==> config.mk <==
export PLATFORM = sky130hd
export DESIGN_NAME = ad9361_spi_bridge
export DESIGN_NICKNAME = d
export VERILOG_FILES = /design/src/rtl/ad9361_spi_bridge.sv
export SDC_FILE = /design/constraint.sdc
export NUM_CORES = 1
export LEC_CHECK = 0
export CAP_MARGIN = 25
export CORE_ASPECT_RATIO = 0.7
export CORE_UTILIZATION = 50
export CTS_CLUSTER_DIAMETER = 50
export DETAILED_ROUTE_END_ITERATION = 10
export PLACE_DENSITY = 0.72
export SYNTH_ARGS = -nofsm -noshare
export SYNTH_HDL_FRONTEND = slang
export SYNTH_SLANG_ARGS = --single-unit
export TNS_END_PERCENT = 1
==> constraint.sdc <==
create_clock -name clk -period 2.1 [get_ports clk]
set_clock_uncertainty 0.2 [all_clocks]
set_input_delay 0.42 -clock clk [delete_from_list [all_inputs] [get_ports clk]]
set_output_delay 0.42 -clock clk [all_outputs]
set_load 0.005 [all_outputs]
==> src/rtl/ad9361_spi_bridge.sv <==
// Avalon-MM-style single-byte register responder driving an AD9361 4-wire SPI port.
// Each access is one 24-bit mode-0 frame: 16-bit instruction then 8-bit data, MSB first.
module ad9361_spi_bridge #(
    parameter int CLK_DIV = 4
) (
    input  logic       clk,
    input  logic       rst_n,
    input  logic       read,
    input  logic       write,
    input  logic [9:0] address,
    input  logic [7:0] writedata,
    output logic [7:0] readdata,
    output logic       waitrequest,
    output logic       spi_csn,
    output logic       spi_clk,
    output logic       spi_mosi,
    input  logic       spi_miso
);

    localparam int DW = (CLK_DIV > 1) ? $clog2(CLK_DIV) : 1;
    localparam logic [DW-1:0] DIV_LAST = DW'(CLK_DIV - 1);

    typedef enum logic [2:0] {
        S_IDLE,
        S_SETUP,
        S_SHIFT,
        S_HOLD,
        S_GAP,
        S_DONE
    } state_t;

    state_t      r_state;
    logic [DW-1:0] r_div;
    logic [4:0]  r_bit;
    logic        r_high;
    logic [23:0] r_sr;
    logic [7:0]  r_rx;
    logic        r_rd;
    logic [7:0]  r_readdata;
    logic        r_wait;
    logic        r_csn;
    logic        r_sclk;
    logic        r_mosi;

    logic        w_div_end;
    logic [23:0] w_frame;

    assign w_div_end = (r_div == DIV_LAST);
    // Instruction: R/W bit, byte count 0 (= 1 byte), two reserved bits, 10-bit address.
    assign w_frame   = {write, 3'b000, 2'b00, address, write ? writedata : 8'h00};

    assign readdata    = r_readdata;
    assign waitrequest = r_wait;
    assign spi_csn     = r_csn;
    assign spi_clk     = r_sclk;
    assign spi_mosi    = r_mosi;

    // NOTE: every SPI pin and waitrequest is a flop, so the device never sees glitches;
    // state is updated with <= only, and the async reset drops the frame immediately.
    always_ff @(posedge clk or negedge rst_n) begin
        if (!rst_n) begin
            r_state    <= S_IDLE;
            r_div      <= '0;
            r_bit      <= '0;
            r_high     <= 1'b0;
            r_sr       <= '0;
            r_rx       <= '0;
            r_rd       <= 1'b0;
            r_readdata <= 8'h00;
            r_wait     <= 1'b1;
            r_csn      <= 1'b1;
            r_sclk     <= 1'b0;
            r_mosi     <= 1'b0;
        end else begin
            // Divider wraps exactly when a phase ends, so each state starts from zero.
            r_div <= w_div_end ? '0 : r_div + 1'b1;
            case (r_state)
                S_IDLE: begin
                    r_div <= '0;
                    if (read || write) begin
                        r_sr    <= w_frame;
                        r_rd    <= ~write;
                        r_mosi  <= w_frame[23];
                        r_csn   <= 1'b0;
                        r_state <= S_SETUP;
                    end
                end
                S_SETUP: begin
                    if (w_div_end) begin
                        r_bit   <= '0;
                        r_high  <= 1'b0;
                        r_state <= S_SHIFT;
                    end
                end
                S_SHIFT: begin
                    if (w_div_end) begin
                        if (!r_high) begin
                            r_high <= 1'b1;
                            r_sclk <= 1'b1;
                            // Only rising edges 17..24 carry read data.
                            if (r_bit >= 5'd16) begin
                                r_rx <= {r_rx[6:0], spi_miso};
                            end
                        end else begin
                            r_high <= 1'b0;
                            r_sclk <= 1'b0;
                            r_sr   <= {r_sr[22:0], 1'b0};
                            r_mosi <= r_sr[22];
                            if (r_bit == 5'd23) begin
                                r_state <= S_HOLD;
                            end else begin
                                r_bit <= r_bit + 5'd1;
                            end
                        end
                    end
                end
                S_HOLD: begin
                    if (w_div_end) begin
                        r_csn   <= 1'b1;
                        r_mosi  <= 1'b0;
                        r_state <= S_GAP;
                    end
                end
                S_GAP: begin
                    if (w_div_end) begin
                        r_wait  <= 1'b0;
                        if (r_rd) begin
                            r_readdata <= r_rx;
                        end
                        r_state <= S_DONE;
                    end
                end
                S_DONE: begin
                    r_div   <= '0;
                    r_wait  <= 1'b1;
                    r_state <= S_IDLE;
                end
                default: begin
                    r_state <= S_IDLE;
                end
            endcase
        end
    end

endmodule

## Word-level counts from Yosys, hierarchy flattened

Index checks and enable logic that the tools add are counted.

- Mux-type cells: 32
- Equality and inequality tests: 15
- Magnitude comparators: 1
- Reductions and logical operators: 19
- Add/subtract/negate cells: 2
- Bitwise operators: 2

Operator list:

| kind | number |
|---|---|
| 23-bit two-way mux | 3 |
| 23-bit case mux with 2 select lines | 1 |
| 3-bit two-way mux | 7 |
| 5-bit two-way mux | 4 |
| 2-bit inequality test (second input constant) | 8 |
| 3-bit case mux with 5 select lines | 1 |
| 5-bit case mux with 2 select lines | 1 |
| 5-bit AND reduction | 2 |
| 3-bit AND reduction | 3 |
| 1-bit two-way mux | 8 |
| 8-bit two-way mux | 1 |
| 4-bit AND reduction | 2 |
| 2-bit nonzero test | 4 |
| 7-bit AND reduction | 1 |
| 3-bit by 2-bit == test with 1-bit output (second input constant) | 2 |
| 3-bit == test (second input constant) | 2 |
| 1-bit case mux with 2 select lines | 3 |
| 2-bit AND reduction | 3 |
| 5-bit by 1-bit adder with 5-bit output (second input constant) | 1 |
| 5-bit == test (second input constant) | 1 |
| 5-bit >= comparator (second input constant) | 1 |
| 2-bit two-way mux | 2 |
| 3-bit by 1-bit == test with 1-bit output (second input constant) | 1 |
| 3-bit logical NOT | 1 |
| other kinds (7) | 8 |

- Logic and storage cells: 83
- Bits in registers: 55
- Input bits: 23

## Logic depth before layout (Yosys ltp)

Gate-level depths: netlist of run 1.

- Depth after elaboration: 5
- Depth in mapped cells: 6
- Mapped depth without buffers: 5

## Least setup slack after synthesis of run 1

Ideal clock, no wire load.

- Kind: flip-flop to flip-flop
- Start: register r_bit[0]
- End: register r_bit[3]
- Buffers on the path: 0
- Cell stages (with the launch flop): 6
- Data arrival time: 1432 ps
- Setup slack: 347 ps
- Cell sequence: dfrtp_1 ha_1 and4b_1 a2bb2oi_1 or2_1 a22o_1

- Word-level cells in the longest chain between the ends: 5
- Elaborated cells on any way between the ends: 8
- Those cells by class: add/sub: 1; eq/ne: 2; mux: 4; reduce/logical: 1

RTL lines:

| item | line | text |
|---|---|---|
| from (decl) | 34 | `logic [4:0] r_bit;` |
| from (signal assigned) | 112 | `r_bit <= r_bit + 5'd1;` |
| 5-bit by 1-bit adder with 5-bit output | 112 |  |
| 5-bit two-way mux | 109 | `if (r_bit == 5'd23) begin` |
| 5-bit two-way mux | 97 | `if (!r_high) begin` |
| 5-bit two-way mux | 96 | `if (w_div_end) begin` |
| 5-bit case mux with 2 select lines | 77 | `case (r_state)` |

Several ways; a longest one is shown, not always the timed one. The select of a mux whose other input is x is not followed.
A chain may end at the register's enable or synchronous reset.

## Final worst setup path of run 1

- Start: register r_csn, in the netlist spi_csn
- End: output port spi_csn

RTL lines:

| item | line | text |
|---|---|---|
| from (decl) | 41 | `logic r_csn;` |
| from (signal assigned) | 71 | `r_csn <= 1'b1;` |
| from (signal assigned) | 84 | `r_csn <= 1'b0;` |
| from (signal assigned) | 119 | `r_csn <= 1'b1;` |
| to (decl) | 14 | `output logic spi_csn,` |

No word-level cell between the ends.

==> results.cfg, run 1 <==
[timing]
worstMarginPinSlew_ns = 0.463
layout_min_cycle_time_ns = 2.00
max_freq_ghz = 0.500
setup_tns_ns = 0
finalSetupViolCount = 0
finalHoldViolCount = 0
rsz0062_at_grt = false
period_share_pct = 95.3
slew_headroom_pct = 69.1
drv_slew = 0
timing.final.ws_setup_ns = 0.0995

[logic_synthesis]
synth_top_cell_area_share_pct = 53.4
synth-async-reset-ratio_pct = 100
synth_common_cells = 53 x dfrtp_1, 28 x nand2_1, 16 x mux2_2, 16 x nor2_1
syn-instance-count = 225
ys_ff_latch = 55
synth_fp_nets = 250
avgSynthCellArea_um2 = 11.0
yosys-top-cells-area = dfrtp_1 53%, mux2_2 7.3%, nand2_1 4.2%
ys_types = 43
syn_area_um2 = 2480
synth_ff_type = dfrtp_1
synth.largest_area_cell = dfrtp_1
ys_seq_area_share_pct = 55.5
yosysWarnings = 0
synth_edf_count = 0
yosysMostFrequentCell = dfrtp_1

[power]
p_per_area_nw_per_um2 = 1100
leakage_nw = 1.41
vdd_ir_drop_max_mv = 0.654

[setup_path]
r2r_cells = 5
start_kind = flop
max_stage_delay_ns = 0.57
path_buf_inv = 1
crit_type = reg -> out
crit_family = flip-flops
cp.required_ns = 1.48
cp.arrival_ns = 1.38
path_max_fanout = 3
cp_cell_sequence = clkdlybuf4s50_1
path_depth = 1
cp_slowest_cell = dfstp_2
cp-end-kind = primary output
cp-endpoint = spi_csn
r2r_end = r_bit[4]
r2r_slack_ns = 0.22
setup.worst_path.start = spi_csn
rr_startpoint = r_bit[0]

[final_layout]
nets = 291
syn_to_final_growth_pct = 23.3
fillers = 398
layout-drive-gt1-share_pct = 17.2
diodes = 0

[cts]
hold_buffers = 1
cts_tree = built
clock-sinks = 55
clk_path_buf_depth = 2
cts-buffers-inserted = 5
clock_latency_ns = 0.31
path_clk_slew_ns = 0.10
ctsResizeCount = 0
cts_root_buf = clkbuf_8
h-tree-depth = 2
cts_setup_buffers = 0

[die]
ios = 35
die-area_um2 = 5260
initial_utilization_pct = 51.9
dieWidth_um = 86.2
coreArea_um2 = 4780
num_rows = 21
die_h_um = 61.0

[routing]
drtIter0Drc = 100
wl_per_cell_um = 14.4
avgViaCountPerCell = 5.19
drc = 0
ant_nets = 0
drt_wl_total_mm = 4.83
first_pass_iters = 4
vias = 1745

[outcome]
status = completed

[flow_run]
maxCapViolCount = 0

[placed_design]
dp_hpwl_mm = 3.28
dp_slack_ns = 0.0314
gp_congestion = 0.788
place.port_buffers = 34

[grt]
overflow = 0
grt_antenna_before_repair = 0
grt.total_usage_pct = 19.9
grt_max_degree = 41
grt_pass1_vias = 1536
grt_pass1_wl_mm = 7.74

[min_path]
min_path_type = reg -> reg
[sequential cells by signal, indices dropped and copies added (netlist names)]
| register | flops |
|---|---|
| spi_mosi | 1 |
| r_rx | 8 |
| spi_clk | 1 |
| waitrequest | 1 |
| spi_csn | 1 |
| r_sr | 23 |
| r_div | 2 |
| readdata | 8 |
| r_rd | 1 |
| r_high | 1 |
| r_state | 3 |
| r_bit | 5 |
[stage by stage]
stage	instance area [um^2]	cells	power [mW]	hold slack [ns]	util, %
after floorplan	2480	225	2.36	-0.0756	-
after global placement	2950	327	2.74	0.197	61.8
after detailed placement	2950	327	2.77	0.195	61.8
after CTS	3060	336	3.39	0.254	64.1
after global routing	3060	336	3.60	0.274	64.1
final	3060	336	3.37	0.260	64.1
[layer usage]
metal	up-vias	global-route usage, %	wire (um)
met1	825	31.0	2540
met5	-	0	0
met4	0	7.86	78
li1	870	-	-
met2	41	26.5	1970
met3	9	4.76	247
[report_power, final]
group	switching, mW	internal [mW]
logic	0.643	0.568
registers	0.183	1.35
clock network	0.351	0.270
total	1.18	2.19
[cell usage in the layout (no fill, tap or decap), types with 3 or more instances in the layout]
cell / count
a21oi_1: 13
mux2i_1: 10
o21ai_1: 13
a22o_1: 9
mux2_2: 16
dfrtp_1: 53
xnor2_1: 3
o21ai_0: 12
nand2_1: 28
clkdlybuf4s50_1: 33
clkbuf_8: 6
nor2_1: 16
buf_4: 11
nor3_1: 4
[worst min path at each step]
stage	startpoint	depth (start not counted)	slack, ns	endpoint
floorplan	rst_n	0	-0.08	r_bit[0]
finish	r_div[0]	1	0.26	r_div[0]
detailed placement	rst_n	1	0.19	r_sr[3]
CTS	r_div[0]	1	0.25	r_div[0]
global placement	rst_n	1	0.20	r_sr[3]
global route	r_div[0]	1	0.27	r_div[0]
[final cells by class]
type / instances / area (um^2) / area share (%)
clock buffers: 6 / 82.6 / 2.70
clock inverters: 2 / 16.3 / 0.531
inverters: 2 / 7.51 / 0.245
multi-input cells: 154 / 1020 / 33.4
flip-flops and latches: 55 / 1380 / 45.0
well taps: 69 / 86.3 / 2.82
repair buffers: 48 / 468 / 15.3
[kinds of logic (layout without fill, tap and decap cells)]
kind of cell / Yosys count / after routing / synth area share [%]
AO/OA/AOI/OAI: 55 / 55 / 13.6
XOR/XNOR: 4 / 4 / 1.41
adder cells (fa/ha/maj): 2 / 2 / 1.01
buffers and inverters: 16 / 58 / 3.58
flip-flops: 55 / 55 / 55.5
multiplexers: 26 / 26 / 11.3
AND/OR/NAND/NOR: 67 / 67 / 13.6
Power figures use the tool's default switching activity.
==> inputs of run 2 (changes only) <==
- CORE_UTILIZATION: 50 -> 58
- PLACE_DENSITY: 0.72 -> 0.82
- clock period: 2.1 -> 2.4 ns (I/O delays scaled with it)
==> run 2 against run 1 <==
  * Design area shrank 1.9%
  * Worst hold slack lost 0.18 ns
  * Wire length down 1.7%
  * Utilization grew 11 points
==> results.cfg, run 2 (same netlist as run 1, synthesis figures left out) <==
[outcome]
status = completed

[routing]
wl_per_cell_um = 15.2
wl_met3_um = 276
routed.top_layer = met4
avgViaCountPerCell = 5.60
wl_met2_mm = 2.07
drc = 0
route.layer.met1.wl_mm = 2.33
drt_wl_total_mm = 4.75
first_pass_iters = 4
vias = 1748
drtIter0Drc = 119
ant_nets = 0

[cts]
cts-buffers-inserted = 5
h-tree-depth = 2
cts_setup_buffers = 0
cts_root_buf = clkbuf_8
path_clk_slew_ns = 0.09
clock-sinks = 55
clk_path_buf_depth = 2
ctsResizeCount = 0
cts_tree = built
hold_buffers = 0
clock_latency_ns = 0.31

[setup_path]
cp.arrival_ns = 1.35
path_buf_inv = 1
cp_slowest_cell = dfstp_2
r2r_end = r_rx[2]
r2r_slack_ns = 0.39
cp-end-kind = primary output
crit_family = flip-flops
cp_cell_sequence = clkdlybuf4s50_1
start_kind = flop
path_depth = 1
path_max_fanout = 3
rr_startpoint = r_state[0]
max_stage_delay_ns = 0.55
crit_type = reg -> out
r2r_cells = 3
cp.required_ns = 1.72

[power]
p_per_area_nw_per_um2 = 999
p_int_mw = 1.99
finalPower_mw = 3.00
power_frac_seq_pct = 45.8
p_comb_share_pct = 33.3
vdd_ir_drop_max_mv = 0.790
clockPowerShare_pct = 20.9
leakage_nw = 1.39
switching_power_mw = 1.01
p_sw_share_pct = 33.7

[grt]
overflow = 0
grt_max_degree = 56
grt.total_usage_pct = 24.3
grt_pass1_vias = 1691
grt_antenna_before_repair = 0
grt_pass1_wl_mm = 8.05

[final_layout]
layout_commonest_cell = dfrtp_1
largest_register = r_sr
layout_common_cells = 53 x dfrtp_1, 33 x clkdlybuf4s50_1, 28 x nand2_1
largest_reg_flops = 23
layout-drive-gt1-share_pct = 15.4
fillers = 279
design_area_um2 = 3010
syn_to_final_growth_pct = 21.0
multi_input_area_um2 = 1020
diodes = 0
regArea_um2 = 1380
nets = 284

[placed_design]
dp_slack_ns = 0.256
placed_area_um2 = 2890
gp_congestion = 0.832
dp_hpwl_mm = 3.26
place.port_buffers = 34

[timing]
rsz0062_at_grt = false
worstMarginPinSlew_ns = 0.661
finalSetupViolCount = 0
holdWs_ns = 0.0781
layout_min_cycle_time_ns = 2.03
finalHoldViolCount = 0
setup_tns_ns = 0
period_share_pct = 84.5
timing.final.ws_setup_ns = 0.373
drv_slew = 0
max_freq_ghz = 0.493
slew_headroom_pct = 55.9

[die]
die-area_um2 = 4550
num_rows = 19
coreArea_um2 = 4020
ios = 35
dieWidth_um = 80.2
die_h_um = 56.8
initial_utilization_pct = 61.8

[flow_run]
maxCapViolCount = 0

[min_path]
min_path_type = in -> async
## run 2: power by group through the flow
stage / combinational (mW) / sequential (mW) / clock (mW)
6_report: 1.00 / 1.37 / 0.628
3_5_place_dp: 0.998 / 1.39 / 0
4_1_cts: 1.01 / 1.37 / 0.647
5_1_grt: 1.14 / 1.41 / 0.680
3_3_place_gp: 0.962 / 1.38 / 0
2_1_floorplan: 0.750 / 1.31 / 0
## run 2: final cells by class
type / instances / area share, %
Sequential cell: 55 / 45.9
Multi-Input combinational cell: 154 / 34.1
Timing Repair Buffer: 41 / 13.7
Clock buffer: 6 / 2.75
Tap cell: 52 / 2.16
Clock inverter: 2 / 1.17
Inverter: 2 / 0.250
## run 2: worst register-to-register path: cells and delay by family, from the launching register on
kind | cells | cell delay (ns)
flops | 1 | 0.57
simple gates | 2 | 0.75
mux | 1 | 0.38
## run 2: how the worst max path moves through the flow
stage	slack, ns	start	endpoint
3_5_place_dp	0.26	read	r_sr[5]
3_3_place_gp	0.31	read	r_sr[7]
4_1_cts	0.36	spi_csn	spi_csn
2_1_floorplan	0.65	r_bit[0]	r_bit[3]
5_1_grt	0.30	r_state[0]	r_rx[0]
6_report	0.37	spi_csn	spi_csn
## run 2: metrics by stage
| step | util, % | std cells |
|---|---|---|
| global route | 74.8 | 312 |
| floorplan | - | 225 |
| detailed placement | 71.9 | 304 |
| global placement | 71.9 | 304 |
| CTS | 74.8 | 312 |
| finish | 74.8 | 312 |
## run 2: metal layers
layer  vias up  track usage [%]
li1        856                -
met1       838             35.2
met2        48             35.0
met3         6             6.50
met4         0             9.18
met5         -                0
